[config.mk]
export PLATFORM = sky130hd
export DESIGN_NAME = vga_timing
export DESIGN_NICKNAME = d
export VERILOG_FILES = /design/src/rtl/vga_timing_pkg.sv /design/src/rtl/vga_sync_delay.sv /design/src/rtl/vga_timing.sv
export SDC_FILE = /design/constraint.sdc
export NUM_CORES = 1
export LEC_CHECK = 0
export CAP_MARGIN = 20
export CORE_MARGIN = 1
export CORE_UTILIZATION = 46
export DETAILED_ROUTE_END_ITERATION = 8
export GPL_ROUTABILITY_DRIVEN = 0
export PLACE_DENSITY = 0.79
export RECOVER_POWER = 25
export SKIP_CTS_REPAIR_TIMING = 1
export SYNTH_ARGS = -nofsm -noshare
export SYNTH_HDL_FRONTEND = slang
export SYNTH_SLANG_ARGS = --single-unit
[constraint.sdc]
create_clock -name VGA_CLK -period 2.2 [get_ports VGA_CLK]
set_input_delay 0.22 -clock VGA_CLK [delete_from_list [all_inputs] [get_ports VGA_CLK]]
set_output_delay 0.22 -clock VGA_CLK [all_outputs]
set_load 0.01 [all_outputs]
[src/rtl/vga_timing_pkg.sv]
// vga_timing_pkg: shared 640x480@60 Hz timing constants and the sync bundle type.
// The renderer imports the same package, so its 144/35 active-area offsets are
// named here instead of being repeated as literals.
package vga_timing_pkg;

    localparam int CNT_W       = 10;
    localparam int FRAME_CNT_W = 16;

    // Default 640x480@60 Hz timing (pixels / lines)
    localparam int DEF_H_SYNC   = 96;
    localparam int DEF_H_BP     = 48;
    localparam int DEF_H_ACTIVE = 640;
    localparam int DEF_H_FP     = 16;
    localparam int DEF_V_SYNC   = 2;
    localparam int DEF_V_BP     = 33;
    localparam int DEF_V_ACTIVE = 480;
    localparam int DEF_V_FP     = 10;

    localparam int H_TOTAL     = DEF_H_SYNC + DEF_H_BP + DEF_H_ACTIVE + DEF_H_FP;   // 800
    localparam int V_TOTAL     = DEF_V_SYNC + DEF_V_BP + DEF_V_ACTIVE + DEF_V_FP;   // 525
    localparam int H_ACT_START = DEF_H_SYNC + DEF_H_BP;                             // 144
    localparam int V_ACT_START = DEF_V_SYNC + DEF_V_BP;                             // 35
    localparam int H_ACT_END   = H_ACT_START + DEF_H_ACTIVE - 1;                    // 783
    localparam int V_ACT_END   = V_ACT_START + DEF_V_ACTIVE - 1;                    // 514

    // Strobes that travel together through the alignment pipeline
    typedef struct packed {
        logic hs;
        logic vs;
        logic blank_n;
    } sync_t;

    // Idle level: syncs inactive (high), blanked
    localparam sync_t SYNC_RST = '{hs: 1'b1, vs: 1'b1, blank_n: 1'b0};

endpackage

[src/rtl/vga_sync_delay.sv]
// vga_sync_delay: DEPTH x WIDTH shift register with a per-bit reset value.
// DEPTH=0 is a straight wire.
// Ports: VGA_CLK clock, reset async active-high, din in, dout = din DEPTH cycles ago.
module vga_sync_delay #(
    parameter int               DEPTH   = 1,
    parameter int               WIDTH   = 1,
    parameter logic [WIDTH-1:0] RST_VAL = '0
) (
    input  logic             VGA_CLK,
    input  logic             reset,
    input  logic [WIDTH-1:0] din,
    output logic [WIDTH-1:0] dout
);

    generate
        if (DEPTH == 0) begin : g_comb
            logic unused_clk_rst;
            assign unused_clk_rst = VGA_CLK ^ reset;
            assign dout = din;
        end else begin : g_pipe
            logic [DEPTH-1:0][WIDTH-1:0] stage;

            always_ff @(posedge VGA_CLK or posedge reset) begin
                if (reset) begin
                    stage <= {DEPTH{RST_VAL}};
                end else begin
                    stage[0] <= din;
                    for (int i = 1; i < DEPTH; i++) stage[i] <= stage[i-1];
                end
            end

            assign dout = stage[DEPTH-1];
        end
    endgenerate

endmodule

[src/rtl/vga_timing.sv]
// vga_timing: raw scan counters plus sync/blank strobes for 640x480@60 Hz VGA.
// Ports:
//   VGA_CLK      pixel clock
//   reset        asynchronous, active-high
//   VGA_X/VGA_Y  raw h/v counters (0..H_TOTAL-1 / 0..V_TOTAL-1)
//   VGA_HS/VS    active-low syncs, delayed PIPE_DELAY cycles
//   VGA_BLANK_N  high in the visible region, delayed PIPE_DELAY cycles
//   VGA_SYNC_N   tied 0 (sync-on-green unused)
//   frame_tick   one-cycle pulse at (0, V_ACT_END+1), not delayed
//   frame_count  frame counter when VGA_FRAME_COUNT_EN is defined, else 0
// Optional feature macro: VGA_FRAME_COUNT_EN.
module vga_timing
    import vga_timing_pkg::*;
#(
    parameter int H_SYNC     = DEF_H_SYNC,
    parameter int H_BP       = DEF_H_BP,
    parameter int H_ACTIVE   = DEF_H_ACTIVE,
    parameter int H_FP       = DEF_H_FP,
    parameter int V_SYNC     = DEF_V_SYNC,
    parameter int V_BP       = DEF_V_BP,
    parameter int V_ACTIVE   = DEF_V_ACTIVE,
    parameter int V_FP       = DEF_V_FP,
    parameter int PIPE_DELAY = 1
) (
    input  logic                   VGA_CLK,
    input  logic                   reset,
    output logic [CNT_W-1:0]       VGA_X,
    output logic [CNT_W-1:0]       VGA_Y,
    output logic                   VGA_HS,
    output logic                   VGA_VS,
    output logic                   VGA_BLANK_N,
    output logic                   VGA_SYNC_N,
    output logic                   frame_tick,
    output logic [FRAME_CNT_W-1:0] frame_count
);

    localparam int H_TOT_I = H_SYNC + H_BP + H_ACTIVE + H_FP;
    localparam int V_TOT_I = V_SYNC + V_BP + V_ACTIVE + V_FP;

    generate
        if (H_TOT_I > 1024) begin : g_bad_h
            $error("vga_timing: H_TOTAL exceeds 1024");
        end
        if (V_TOT_I > 1024) begin : g_bad_v
            $error("vga_timing: V_TOTAL exceeds 1024");
        end
        if (PIPE_DELAY < 0 || PIPE_DELAY > 4) begin : g_bad_d
            $error("vga_timing: PIPE_DELAY must be 0..4");
        end
    endgenerate

    localparam logic [CNT_W-1:0] H_LAST  = CNT_W'(H_TOT_I - 1);
    localparam logic [CNT_W-1:0] V_LAST  = CNT_W'(V_TOT_I - 1);
    localparam logic [CNT_W-1:0] H_SYN_W = CNT_W'(H_SYNC);
    localparam logic [CNT_W-1:0] V_SYN_W = CNT_W'(V_SYNC);
    localparam logic [CNT_W-1:0] H_AS_W  = CNT_W'(H_SYNC + H_BP);
    localparam logic [CNT_W-1:0] H_AE_W  = CNT_W'(H_SYNC + H_BP + H_ACTIVE - 1);
    localparam logic [CNT_W-1:0] V_AS_W  = CNT_W'(V_SYNC + V_BP);
    localparam logic [CNT_W-1:0] V_AE_W  = CNT_W'(V_SYNC + V_BP + V_ACTIVE - 1);

    logic [CNT_W-1:0] hcnt, vcnt;
    sync_t            sync_raw, sync_dly;

    always_ff @(posedge VGA_CLK or posedge reset) begin
        if (reset) begin
            hcnt       <= '0;
            vcnt       <= '0;
            frame_tick <= 1'b0;
        end else begin
            // Fires on the edge leaving the last pixel of the last visible line's
            // full scan line, so the pulse sits at (0, V_ACT_END+1).
            frame_tick <= (hcnt == H_LAST) && (vcnt == V_AE_W);
            if (hcnt == H_LAST) begin
                hcnt <= '0;
                vcnt <= (vcnt == V_LAST) ? '0 : vcnt + CNT_W'(1);
            end else begin
                hcnt <= hcnt + CNT_W'(1);
            end
        end
    end

    assign VGA_X = hcnt;
    assign VGA_Y = vcnt;

    assign sync_raw.hs      = !(hcnt < H_SYN_W);
    assign sync_raw.vs      = !(vcnt < V_SYN_W);
    assign sync_raw.blank_n = (hcnt >= H_AS_W) && (hcnt <= H_AE_W) &&
                              (vcnt >= V_AS_W) && (vcnt <= V_AE_W);

    // Matches the renderer's registered RGB latency
    vga_sync_delay #(
        .DEPTH   (PIPE_DELAY),
        .WIDTH   ($bits(sync_t)),
        .RST_VAL (SYNC_RST)
    ) u_sync_delay (
        .VGA_CLK (VGA_CLK),
        .reset   (reset),
        .din     (sync_raw),
        .dout    (sync_dly)
    );

    assign VGA_HS      = sync_dly.hs;
    assign VGA_VS      = sync_dly.vs;
    assign VGA_BLANK_N = sync_dly.blank_n;
    assign VGA_SYNC_N  = 1'b0;

`ifdef VGA_FRAME_COUNT_EN
    always_ff @(posedge VGA_CLK or posedge reset) begin
        if (reset)           frame_count <= '0;
        else if (frame_tick) frame_count <= frame_count + FRAME_CNT_W'(1);
    end
`else
    assign frame_count = '0;
`endif

endmodule

==> flow_metrics.env <==
export IMPL_vias_per_cell=5.45
export IMPL_synth_distinct_cells=41
export IMPL_maxSlewHeadroom_pct=17.9
export IMPL_ant_nets=0
export IMPL_dr_pass1_iters=6
export IMPL_synth_edff_count=0
export IMPL_min_path_type="register to register"
export IMPL_cts_tree="yes"
export IMPL_worst_pin_slew_ns=1.23
export IMPL_post_route_period_util_pct=84.5
export IMPL_synth_cells=140
export IMPL_fmax_ghz=0.538
export IMPL_drtIter0Drc=52
export IMPL_synth_most_common_cell="dfrtp_1"
export IMPL_ir_drop_mv=0.230
export IMPL_seq_area_frac_synth_pct=43.1
export IMPL_nets=169
export IMPL_synth_top_area_share_pct=39.3
export IMPL_clockBufferDepth=2
export IMPL_wl_per_cell_um=13.1
export IMPL_wl_mm=2.53
export IMPL_arrival_ns=2.11
export IMPL_ys_warn_count=0
export IMPL_synthMuxAreaShare_pct=0.804
export IMPL_fin_area_sq_mm=0.00161
export IMPL_ys_seq_elements=24
export IMPL_grt_pass1_wl_mm=4.37
export IMPL_clock_latency_ns=0.32
export IMPL_dieArea_sq_mm=0.00327
export IMPL_grt_max_degree=25
export IMPL_clock_sinks=24
export IMPL_hold_path_depth=1
export IMPL_fillers=261
export IMPL_finalPower_mw=0.702
export IMPL_synthSimpleGateAreaFrac_pct=23.0
export IMPL_run_status="complete, but fails checks"
export IMPL_postPlaceCellArea_sq_mm=0.00158
export IMPL_overflow=0
export IMPL_synth_top_area_cell="dfrtp_1"
export IMPL_worstSetupPathType="register to register"
export IMPL_finalMaxSlewViolations=0
export IMPL_avgSynthCellArea_sq_um=10.0
export IMPL_grt_pass1_vias=978
export IMPL_violations="design-rule violations"
export IMPL_synthXorXnorAreaFrac_pct=6.88
export IMPL_rsz0062_at_grt="no"
export IMPL_ys_dominant_reg_cell="dfrtp_1"
export IMPL_io_pins=43
export IMPL_fp_dieW_um=57.2
export IMPL_vias=1052
export IMPL_rows=19
export IMPL_critPathLaunchType="register"
export IMPL_setup_violations_final=0
export IMPL_final_cells=193
export IMPL_synth_area_leaders="dfrtp_1 (39%), buf_4 (9.7%), xnor2_1 (4.4%), dfstp_2 (3.8%), ha_1 (3.6%)"
export IMPL_synth_compound_area_share_pct=7.95
export IMPL_coreArea_sq_mm=0.00283
export IMPL_synth_adder_area_share_pct=3.57
export IMPL_clk_transition_reported_paths_ns=0.14
export IMPL_drcViolationCount=8
export IMPL_grt_usage_pct=17.2
export IMPL_layout_min_cycle_time_ns=1.86
export IMPL_r2r_cells=5
export IMPL_worst_clock_skew_ns=0.00394
export IMPL_die_y_um=57.2
export IMPL_yosys_top_cells_count="dfrtp_1 (22), buf_4 (18), nand3_1 (10), nor2_1 (10), nand2_1 (8)"
export IMPL_antenna_found_initial=0
export IMPL_power_density_mw_per_mm2=436
export IMPL_initial_utilization_pct=49.5
export IMPL_numPortBuffers=25
export IMPL_cts_buffers=3
export IMPL_synth_top_family_by_area="simple AND/OR/NAND/NOR gates"
export IMPL_num_antenna_cells=0
export IMPL_crit_required_ns=2.46
export IMPL_cts_max_level=1
export IMPL_syn_to_final_growth_pct=15.2
export IMPL_timing_final_hold_violations=0
export IMPL_cap_violations=0
export IMPL_fin_tns_setup_ns=0
export IMPL_critPathMaxFanout=13
export IMPL_synth_area_sq_mm=0.00140
export IMPL_end_kind="register"
export IMPL_drive_gt1_share_pct=8.02
export IMPL_root_buffer="clkbuf_4"
export IMPL_async_flop_share_pct=100
export IMPL_final_core_util_pct=57.0
export IMPL_dpl_hpwl_mm=1.77
export IMPL_power_leakage_nw=0.756
export IMPL_place_inst=189
critical path, cell delays in order (launching register included):
cell      delay (ns)
dfrtp_1         0.45
ha_1            0.24
and4_4          0.28
nand4b_4        0.20
or4_4           0.56
o211ai_2        0.07
final timing paths:
check	startpoint	endpoint	slack [ns]
max in group asynchronous	reset	VGA_X[4]$_DFF_PP0_	0.76
worst max-delay path	VGA_X[0]$_DFF_PP0_	VGA_Y[9]$_DFFE_PP0N_	0.34
worst min register to register	VGA_Y[0]$_DFFE_PP0N_	frame_tick$_DFF_PP0_	0.52
min in group asynchronous	reset	VGA_Y[9]$_DFFE_PP0N_	0.72
worst min-delay path	VGA_Y[0]$_DFFE_PP0N_	frame_tick$_DFF_PP0_	0.52
worst max register to register	VGA_X[0]$_DFF_PP0_	VGA_Y[9]$_DFFE_PP0N_	0.34
cell usage in the layout, fill, tap and decap left out, types with 2 or more instances in the layout:
cell,count
inv_1,7
and3_1,2
and4_1,2
clkdlybuf4s50_1,24
o21ai_0,4
nor3_1,6
nand4_1,3
xnor2_1,7
or4_1,2
ha_1,4
dfstp_2,2
nand2_1,8
nand3_1,10
clkbuf_4,3
dfrtp_1,22
xor2_1,4
conb_1,17
nor2_1,10
a31oi_1,2
layer usage:
metal / global-route usage (%) / wire length, um / vias to the layer above
li1: - / - / 494
met1: 22.5 / 1110 / 504
met2: 27.7 / 1210 / 49
met3: 2.72 / 166 / 5
met4: 8.71 / 42 / 0
met5: 0 / 0 / -
layout make-up:
type / count / area, sq um / share of cell area, %
multi-input cells: 101 / 654 / 40.6
clock buffers: 4 / 36.3 / 2.25
inverters: 7 / 26.3 / 1.63
well taps: 31 / 38.8 / 2.40
repair buffers: 26 / 254 / 15.7
flip-flops and latches: 24 / 603 / 37.4
power breakdown:
part	internal (mW)	total, mW	switching (mW)
registers	0.441	0.441	0
clock network	0.101	0.238	0.137
logic	0.00164	0.0230	0.0214
registers in the layout (all words and copies together), names as in the netlist:
name               flops
frame_tick             1
VGA_X                 10
VGA_Y                 10
u_sync_delay.dout      3
kinds of logic after synthesis:
logic type | Yosys count
muxes | 1
other | 1
and+or+nand+nor | 53
xor gates and xnor gates | 11
adders and majority gates | 4
DFF | 24
AOI/OAI and AO/OA | 15
buffers and inverters | 31
through the flow:
| stage | hold WS (ns) | worst slack [ns] |
|---|---|---|
| 6_report | 0.518 | 0.342 |
| 4_1_cts | 0.242 | 0.334 |
| 3_5_place_dp | 0.511 | 0.360 |
| 5_1_grt | 0.554 | 0.238 |
| 3_3_place_gp | 0.503 | 0.422 |
| 2_1_floorplan | 0.233 | 0.500 |
No activity file was read; power rests on OpenSTA's default activity.
